$ cat src/rtl/conv_enc_pkg.sv
// Shared constants, enums and the rate-1/2 K=7 encoder kernel for the
// 802.11a convolutional encoder.
package conv_enc_pkg;

  localparam int unsigned K        = 7;
  localparam int unsigned SR_W     = K - 1;
  localparam int unsigned TAIL_LEN = 6;
  localparam int unsigned TAIL_W   = 3;

  localparam logic [K-1:0] G0 = 7'o133;
  localparam logic [K-1:0] G1 = 7'o171;

  typedef enum logic [1:0] {
    RATE_1_2  = 2'b00,
    RATE_2_3  = 2'b01,
    RATE_3_4  = 2'b10,
    RATE_RSVD = 2'b11
  } rate_e;

  typedef enum logic [1:0] {
    IDLE = 2'b00,
    DATA = 2'b01,
    TAIL = 2'b10,
    DONE = 2'b11
  } state_e;

  // Register holds {d1..d6} with d1 at the MSB, so {d0, sr} lines up with the
  // generator polynomials written MSB-first.
  function automatic logic [1:0] encode_pair(input logic d0, input logic [SR_W-1:0] sr);
    logic [K-1:0] vec;
    vec = {d0, sr};
    return {^(vec & G0), ^(vec & G1)};
  endfunction

endpackage

$ cat src/rtl/conv_encoder_punct_puncture_ctrl.sv
// Puncture phase counter and keep-mask generator for rates 1/2, 2/3 and 3/4.
module puncture_ctrl
  import conv_enc_pkg::*;
(
  input  logic       clock,
  input  logic       reset,
  input  logic       clear,
  input  logic       advance,
  input  rate_e      rate,
  output logic [1:0] mask
);

  logic [1:0] phase;

  always_ff @(posedge clock or posedge reset) begin
    if (reset) begin
      phase <= 2'b00;
    end else if (clear) begin
      phase <= 2'b00;
    end else if (advance) begin
      case (rate)
        RATE_2_3: phase <= (phase == 2'd1) ? 2'd0 : 2'd1;
        RATE_3_4: phase <= (phase == 2'd2) ? 2'd0 : phase + 2'd1;
        default:  phase <= 2'd0;
      endcase
    end
  end

  always_comb begin
    mask = 2'b11;
    case (rate)
      RATE_2_3: if (phase == 2'd1) mask = 2'b10;
      RATE_3_4: begin
        if (phase == 2'd1) mask = 2'b10;
        else if (phase == 2'd2) mask = 2'b01;
      end
      default: mask = 2'b11;
    endcase
  end

endmodule

$ cat src/rtl/conv_encoder_punct.sv
// 802.11a K=7 convolutional encoder with puncturing and automatic zero-tail
// termination; one registered coded pair per encoded data or tail bit.
module conv_encoder_punct
  import conv_enc_pkg::*;
#(
  parameter int unsigned N     = 96,
  parameter int unsigned CNT_W = 12
) (
  input  logic       clock,
  input  logic       reset,
  input  logic       start,
  input  logic [1:0] rate,
  input  logic       enable,
  input  logic       Ein,
  output logic       ready,
  output logic [1:0] Eout,
  output logic [1:0] outMask,
  output logic       outputValid,
  output logic       done
);

  state_e            state, state_d;
  logic [SR_W-1:0]   sr, sr_d;
  logic [CNT_W-1:0]  bit_cnt, cnt_d;
  logic [TAIL_W-1:0] tail_cnt, tail_d;
  rate_e             rate_q, rate_d;

  logic [1:0] eout_d, mask_d, code, punct_mask;
  logic       valid_d, done_d, ready_d;
  logic       encode, d0, clear;

  puncture_ctrl u_punct (
    .clock   (clock),
    .reset   (reset),
    .clear   (clear),
    .advance (encode),
    .rate    (rate_q),
    .mask    (punct_mask)
  );

  always_ff @(posedge clock or posedge reset) begin
    if (reset) begin
      state       <= IDLE;
      sr          <= '0;
      bit_cnt     <= '0;
      tail_cnt    <= '0;
      rate_q      <= RATE_1_2;
      Eout        <= 2'b00;
      outMask     <= 2'b00;
      outputValid <= 1'b0;
      done        <= 1'b0;
      ready       <= 1'b0;
    end else begin
      state       <= state_d;
      sr          <= sr_d;
      bit_cnt     <= cnt_d;
      tail_cnt    <= tail_d;
      rate_q      <= rate_d;
      Eout        <= eout_d;
      outMask     <= mask_d;
      outputValid <= valid_d;
      done        <= done_d;
      ready       <= ready_d;
    end
  end

  always_comb begin
    state_d = state;
    sr_d    = sr;
    cnt_d   = bit_cnt;
    tail_d  = tail_cnt;
    rate_d  = rate_q;
    encode  = 1'b0;
    d0      = 1'b0;
    clear   = 1'b0;

    case (state)
      IDLE: begin
        if (start) begin
          clear   = 1'b1;
          sr_d    = '0;
          cnt_d   = '0;
          tail_d  = '0;
          rate_d  = (rate == 2'(RATE_RSVD)) ? RATE_1_2 : rate_e'(rate);
          state_d = DATA;
        end
      end
      DATA: begin
        if (enable) begin
          encode = 1'b1;
          d0     = Ein;
          cnt_d  = bit_cnt + CNT_W'(1);
          if (bit_cnt == CNT_W'(N - 1)) begin
            tail_d  = '0;
            state_d = TAIL;
          end
        end
      end
      TAIL: begin
        encode = 1'b1;
        tail_d = tail_cnt + TAIL_W'(1);
        if (tail_cnt == TAIL_W'(TAIL_LEN - 1)) state_d = DONE;
      end
      DONE:    state_d = IDLE;
      default: state_d = IDLE;
    endcase

    code = encode_pair(d0, sr);
    if (encode) sr_d = {d0, sr[SR_W-1:1]};

    // Idle cycles present an all-zero pair and mask.
    valid_d = encode;
    mask_d  = encode ? punct_mask : 2'b00;
    eout_d  = code & mask_d;
    done_d  = (state_d == DONE);
    ready_d = (state_d == DATA);
  end

endmodule
$ cat config.mk
export PLATFORM = sky130hd
export DESIGN_NAME = conv_encoder_punct
export DESIGN_NICKNAME = d
export VERILOG_FILES = /design/src/rtl/conv_enc_pkg.sv /design/src/rtl/conv_encoder_punct_puncture_ctrl.sv /design/src/rtl/conv_encoder_punct.sv
export SDC_FILE = /design/constraint.sdc
export NUM_CORES = 1
export LEC_CHECK = 0
export CORE_MARGIN = 2
export CORE_UTILIZATION = 25
export CTS_CLUSTER_DIAMETER = 30
export DETAILED_ROUTE_END_ITERATION = 8
export PLACE_DENSITY = 0.44
export SYNTH_ARGS = -nofsm -noshare
export SYNTH_HDL_FRONTEND = slang
export SYNTH_SLANG_ARGS = --single-unit
$ cat constraint.sdc
create_clock -name clock -period 1.9 [get_ports clock]
set_clock_uncertainty 0.05 [all_clocks]
set_input_delay 0.38 -clock clock [delete_from_list [all_inputs] [get_ports clock]]
set_output_delay 0.38 -clock clock [all_outputs]
set_load 0.01 [all_outputs]
# Yosys cells after proc, flatten, opt, wreduce, memory -nomap -nowiden
# Index checks and enable logic that the tools add are counted.
[totals] word_cells=74 in_bits=7 ff_bits=34 output_inout_bits=7
[op_classes] bitwise_logic=1 eq_ne=15 mux=32 addsub=3 reduce_logical=12
[ops] operator="2-to-1 mux 12 bit" n=2
[ops] operator="one-hot mux 12 bit (2 select lines)" n=1
[ops] operator="2-to-1 mux 2 bit" n=11
[ops] operator="2-to-1 mux 6 bit" n=3
[ops] operator="parity 7 bit" n=2
[ops] operator="adder 12 x 1 -> 12 bit, second input constant" n=1
[ops] operator="equality test 12 x 7 -> 1 bit, second input constant" n=1
[ops] operator="equality test 2 bit, second input constant" n=6
[ops] operator="2-to-1 mux 3 bit" n=3
[ops] operator="one-hot mux 3 bit (3 select lines)" n=1
[ops] operator="equality test 2 x 1 -> 1 bit, second input constant" n=4
[ops] operator="one-hot mux 2 bit (2 select lines)" n=2
[ops] operator="one-hot mux 2 bit (4 select lines)" n=1
[ops] operator="nonzero test 2 bit" n=4
[ops] operator="2-to-1 mux 1 bit" n=7
[ops] operator="inequality test 2 bit, second input constant" n=3
[ops] operator="AND reduction 2 bit" n=2
[ops] operator="AND reduction 4 bit" n=1
[ops] operator="adder 3 x 1 -> 3 bit, second input constant" n=1
[ops] operator="equality test 3 bit, second input constant" n=1
[ops] operator="AND reduction 3 bit" n=1
[ops] operator="nonzero test 3 bit" n=1
[ops] operator="adder 2 x 1 -> 2 bit, second input constant" n=1
[ops] operator="AND 2 bit" n=1
[ops] operator="other kinds (2)" n=2

# Logic depth before layout (Yosys ltp)
[depth] word_depth=6 mapped_depth=8 mapped_depth_nobuf=7

# Cells and area by module
# A second synthesis with hierarchy kept.
[hier_totals] cells_unflattened=190 hier_area_um2=1875.5
[by_module_without_submodules] mod="conv_encoder_punct" area_each_um2=1682.9 instances=1 cells_per_inst=168 seq_area_each_um2=800.8
[by_module_without_submodules] mod="puncture_ctrl" area_each_um2=192.7 instances=1 cells_per_inst=22 seq_area_each_um2=50.0

# Worst setup path before layout
# No wires, ideal clock.
[synth_timing] kind="register to register" from="register state[1]" to="register bit_cnt[10]" stages_incl_launch_ff=8 path_buffers=1 t_arrival_ps=1923 required_time_ps=1772 setup_time_ps=78 period_less_slack_ps=2051 path_slack_ps=-151 path_cell_list="dfrtp_1 inv_1 ha_1 clkbuf_1 nor2b_2 or4_4 or3_1 a21oi_1"
[synth_between] elab_chain_cells=3 elab_cells_between_ends=7 classes_between="eq/ne (3); mux (1); reduce/logical (3)"
[synth_rtl] element="from (decl)" line="conv_encoder_punct.sv:22" source="state_e state, state_d;"
[synth_rtl] element="from (signal assigned)" line="conv_encoder_punct.sv:54" source="state <= state_d;"
[synth_rtl] element="equality test 2 x 1 -> 1 bit or logical NOT 2 bit (tied branches)" line="conv_encoder_punct.sv:77" source="case (state)"
[synth_rtl] element="inequality test 2 bit (no line) or nonzero test 2 bit (tied branches)"
[synth_rtl] element="AND reduction 3 bit (no line)"
[synth_rtl] element="to (signal assigned)" line="conv_encoder_punct.sv:56" source="bit_cnt <= cnt_d;"
[synth_rtl] element="to (decl)" line="conv_encoder_punct.sv:24" source="logic [CNT_W-1:0] bit_cnt, cnt_d;"
# Several ways; a longest one is shown, not always the timed one.
# A chain may end at the register's enable or synchronous reset.

# Worst setup path in the final report
[layout_timing] from="register state[0]" to="register bit_cnt[8]"
# The elaborated chain is that of the path after synthesis.

==> results by group <==
Pwr
  – Clock Power Share: 21.5%
  – Static leakage: 1.11 nW
  – Worst vdd ir: 0.000519 V
  – Total internal power: 0.00170 W
  – Combinational Power Share: 42.9%
  – Seq pwr share: 35.5%
  – NetSw: approximately 0.0009 W
  – Pwr Density: 1080 nW/um^2
  – Switch share: 34.2%
  – Design Power: 0.00259 W

Route
  – ANT nets after route: 0
  – First DRT Iteration DRCs: 57
  – DR vias: 1455
  – Drt via density: 4.42
  – WL final: 3.79 mm
  – WL/cell: 11.5 um
  – 1st-pass router iterations: 4
  – Post-route DRC: 0

Setup path
  – CP Max Fanout: 4
  – Crit end category: register
  – R2r worst-path depth: 6
  – R2r startpoint: state[0]$_DFF_PP0_
  – Required @ worst endpoint: 2060 ps
  – RR Endpoint: bit_cnt[8]$_DFFE_PP0P_
  – Setup Crit Path Kind: register to register
  – Worst setup SP type: register
  – FF-to-FF setup slack: 50 ps
  – Critical path arrival: roughly 2000 ps

Final layout
  – Fin nets: 247
  – Layout cell share with drive strength beyond 1: 21.5%
  – Area Growth Syn to Fin: 33.3%
  – Ant. Diodes: 0
  – FILL cells: ~720
  – Non-Filler Instances: 329

Logic synthesis
  – Sequential share of the synthesized area: 47.5%
  – Yosys top cell by area: dfrtp_1
  – Post-synthesis compound-gate area fraction: 14.2%
  – Ys flop type: dfrtp_1
  – Count leader, synth: dfrtp_1
  – #FFs+latches synth: 34
  – Synth warnings: 0
  – Synth top area share: 47.5%
  – Top cells by count, synth: dfrtp_1, nor2_1, o21ai_0, nand2_1, inv_1
  – Syn Inst Count: 185
  – Synth Area in Simple Gates: 22.4%
  – Syn Area/Cell: 9.68 um^2
  – Mapped cell area: 1790 um^2
  – Multiplexer share of the synthesized area: less than 1%
  – Number of flops mapped to enable cells by yosys: 0
  – Xor/xnor share of the synthesized area: approximately 5.2%
  – Async SR Flop Fraction: 100%
  – Largest cells by area after synthesis: dfrtp_1, ha_1, o21ai_0
  – Yosys cell types: 36
  – Mapped Nets: 200
  – Post-Synth Adder-Cell Area: under 10%
  – Largest family of logic cells by synthesized area: simple AND/OR/NAND/NOR gates

Timing
  – Min Clock Period, post-route: 1850 ps
  – Post-route setup slack: 50.8 ps
  – Final Max Tran Viols: 0
  – Final hold slack: 435 ps
  – Rel. slew slack: 70.5%
  – Worst-margin pin slew: 442 ps
  – Setup Viol. Count Final: 0
  – Achievable Freq: 541 MHz
  – Final period utilization: 97.3%
  – RSZ-0062 raised after global routing: true
  – Final hold violation count: 0
  – Final setup TNS: 0 ps

Placed design
  – Hpwl dp: 2.75 mm
  – Port bufs: 13
  – Dpl ws: -317 ps
  – Placed Instances: 320
  – GPL Wtd Cong: 0.747

Clock network
  – Hold buffer count at CTS: 0
  – Num Clock Sinks: 34
  – CTS Buffer Depth: 2
  – Worst-Skew Late Latency: 280 ps
  – CTS H-tree lvls: 2
  – CTS tree: built
  – CTS Buf Count: 5
  – Worst-path clk slew: 70 ps
  – Clock tree root buffer cell: clkbuf_8

Min path
  – WHS Endpoint: tail_cnt[2]$_DFFE_PP0P_
  – Hold path startpoint: tail_cnt[2]$_DFFE_PP0P_
  – Hold Crit Class: register to register
  – Hold path cells: 1

Floorplanning
  – Die Ht: 88.6 um
  – Initial core utilization: 26.1%
  – Die Wd: about 89 um
  – Top-Level Pins: 14
  – Rows: 30
  – Die area: between 7000 and 8000 um^2
  – Core area: 6870 um^2

Job
  – MaxCap Viol Count: 0

GRT
  – Initial antenna violation count: 0
  – Vias in the first global route: 1420
  – Wire length of the first global-routing pass: 6.79 mm
  – GR Layer Usage met3: slightly below 3%
  – GRT overflow: 0
  – Largest net degree at the start of global routing: 35
  – GRT Util Overall: 11.2%
  – Most Crowded Layer GR: met2
  – GR Util met1: 15.8%
  – GR Layer Usage met2: 16.1%

Outcome
  – Status: complete, no violations
[layer usage]
layer,vias up,share of wire [%]
li1,740,-
met1,685,52
met2,26,43
met3,4,3.9
met4,0,1.3
met5,-,0
[power by group through the flow]
stage	logic (W)	registers, W	clock network [W]
floorplan	0.000603	0.000935	0
global placement	0.00106	0.000921	0
detailed placement	0.00105	0.000925	0
CTS	0.00108	0.000910	0.000588
global route	0.00125	0.000935	0.000619
finish	0.00111	0.000918	0.000557
[timing repair]
| item | CTS | global route |
|---|---|---|
| setup endpoints to repair | 3 | 7 |
| pin swaps | 0 | 2 |
| hold endpoints to repair | 0 | 0 |
| buffers inserted | 1 | 0 |
| gates resized for setup | 2 | 7 |
[cells by family (layout without fill, tap and decap cells)]
family                     Yosys count  count (layout)
AOI/OAI and AO/OA                   40              40
xor gates and xnor gates             9               9
adders and majority gates            8               8
buffers and inverters               19              67
DFF                                 34              34
muxes                                1               1
and+or+nand+nor                     74              74
[worst max-delay path by stage]
| stage | from | endpoint | slack (ps) | depth (start not counted) |
|---|---|---|---|---|
| 4_1_cts | state[1]$_DFF_PP0_ | bit_cnt[8]$_DFFE_PP0P_ | -8 | 6 |
| 3_3_place_gp | enable | bit_cnt[10]$_DFFE_PP0P_ | -280 | 5 |
| 2_1_floorplan | state[1]$_DFF_PP0_ | bit_cnt[10]$_DFFE_PP0P_ | -40 | 7 |
| 6_report | state[0]$_DFF_PP0_ | bit_cnt[8]$_DFFE_PP0P_ | 50 | 6 |
| 5_1_grt | state[0]$_DFF_PP0_ | bit_cnt[8]$_DFFE_PP0P_ | -30 | 6 |
| 3_5_place_dp | enable | tail_cnt[2]$_DFFE_PP0P_ | -320 | 5 |
[placed cells by master (no fill, tap or decap), drive strengths merged, types with 2 or more instances in the layout]
cell,instances
nand3,9
nor2b,6
dfrtp,34
a31oi,5
and3,3
nand2b,4
xnor2,5
inv,14
xor2,3
a21oi,6
nor3b,3
clkbuf,7
nand2,15
nand3b,2
o31ai,5
or3,2
and2,2
nand4,2
nor3,4
clkdlybuf4s50,12
o21ai,16
buf,32
nor2,17
ha,8
or4,2
a41oi,2
a41o,3
[critical path, stage by stage, from the launching register on]
cell and delay, ps:
dfrtp_2 410, inv_2 60, ha_4 180, mux2i_4 200
or4_4 450, or3_1 320, a21oi_1 120
[final cells by class]
type	count	area (um^2)	area share (%)
Sequential cell	34	852	35.7
Clock inverter	1	5.00	0.210
Timing Repair Buffer	45	369	15.5
Tap cell	96	120	5.03
Multi-Input combinational cell	132	902	37.8
Clock buffer	7	86.3	3.62
Inverter	14	52.6	2.20
[per-stage QoR]
step / instance area, um^2 / utilization [%]
2_1_floorplan: 1810 / -
3_3_place_gp: 2250 / 32.8
3_5_place_dp: 2250 / 32.8
4_1_cts: 2350 / 34.3
5_1_grt: 2390 / 34.8
6_report: 2390 / 34.8
[sequential cells by signal, summed over array words and instances, names as in the netlist]
register       count
tail_cnt           3
u_punct.phase      2
Eout               2
outMask            2
outputValid        1
done               1
state              2
bit_cnt           12
sr                 6
rate_q             2
ready              1
Power figures use the tool's default switching activity.
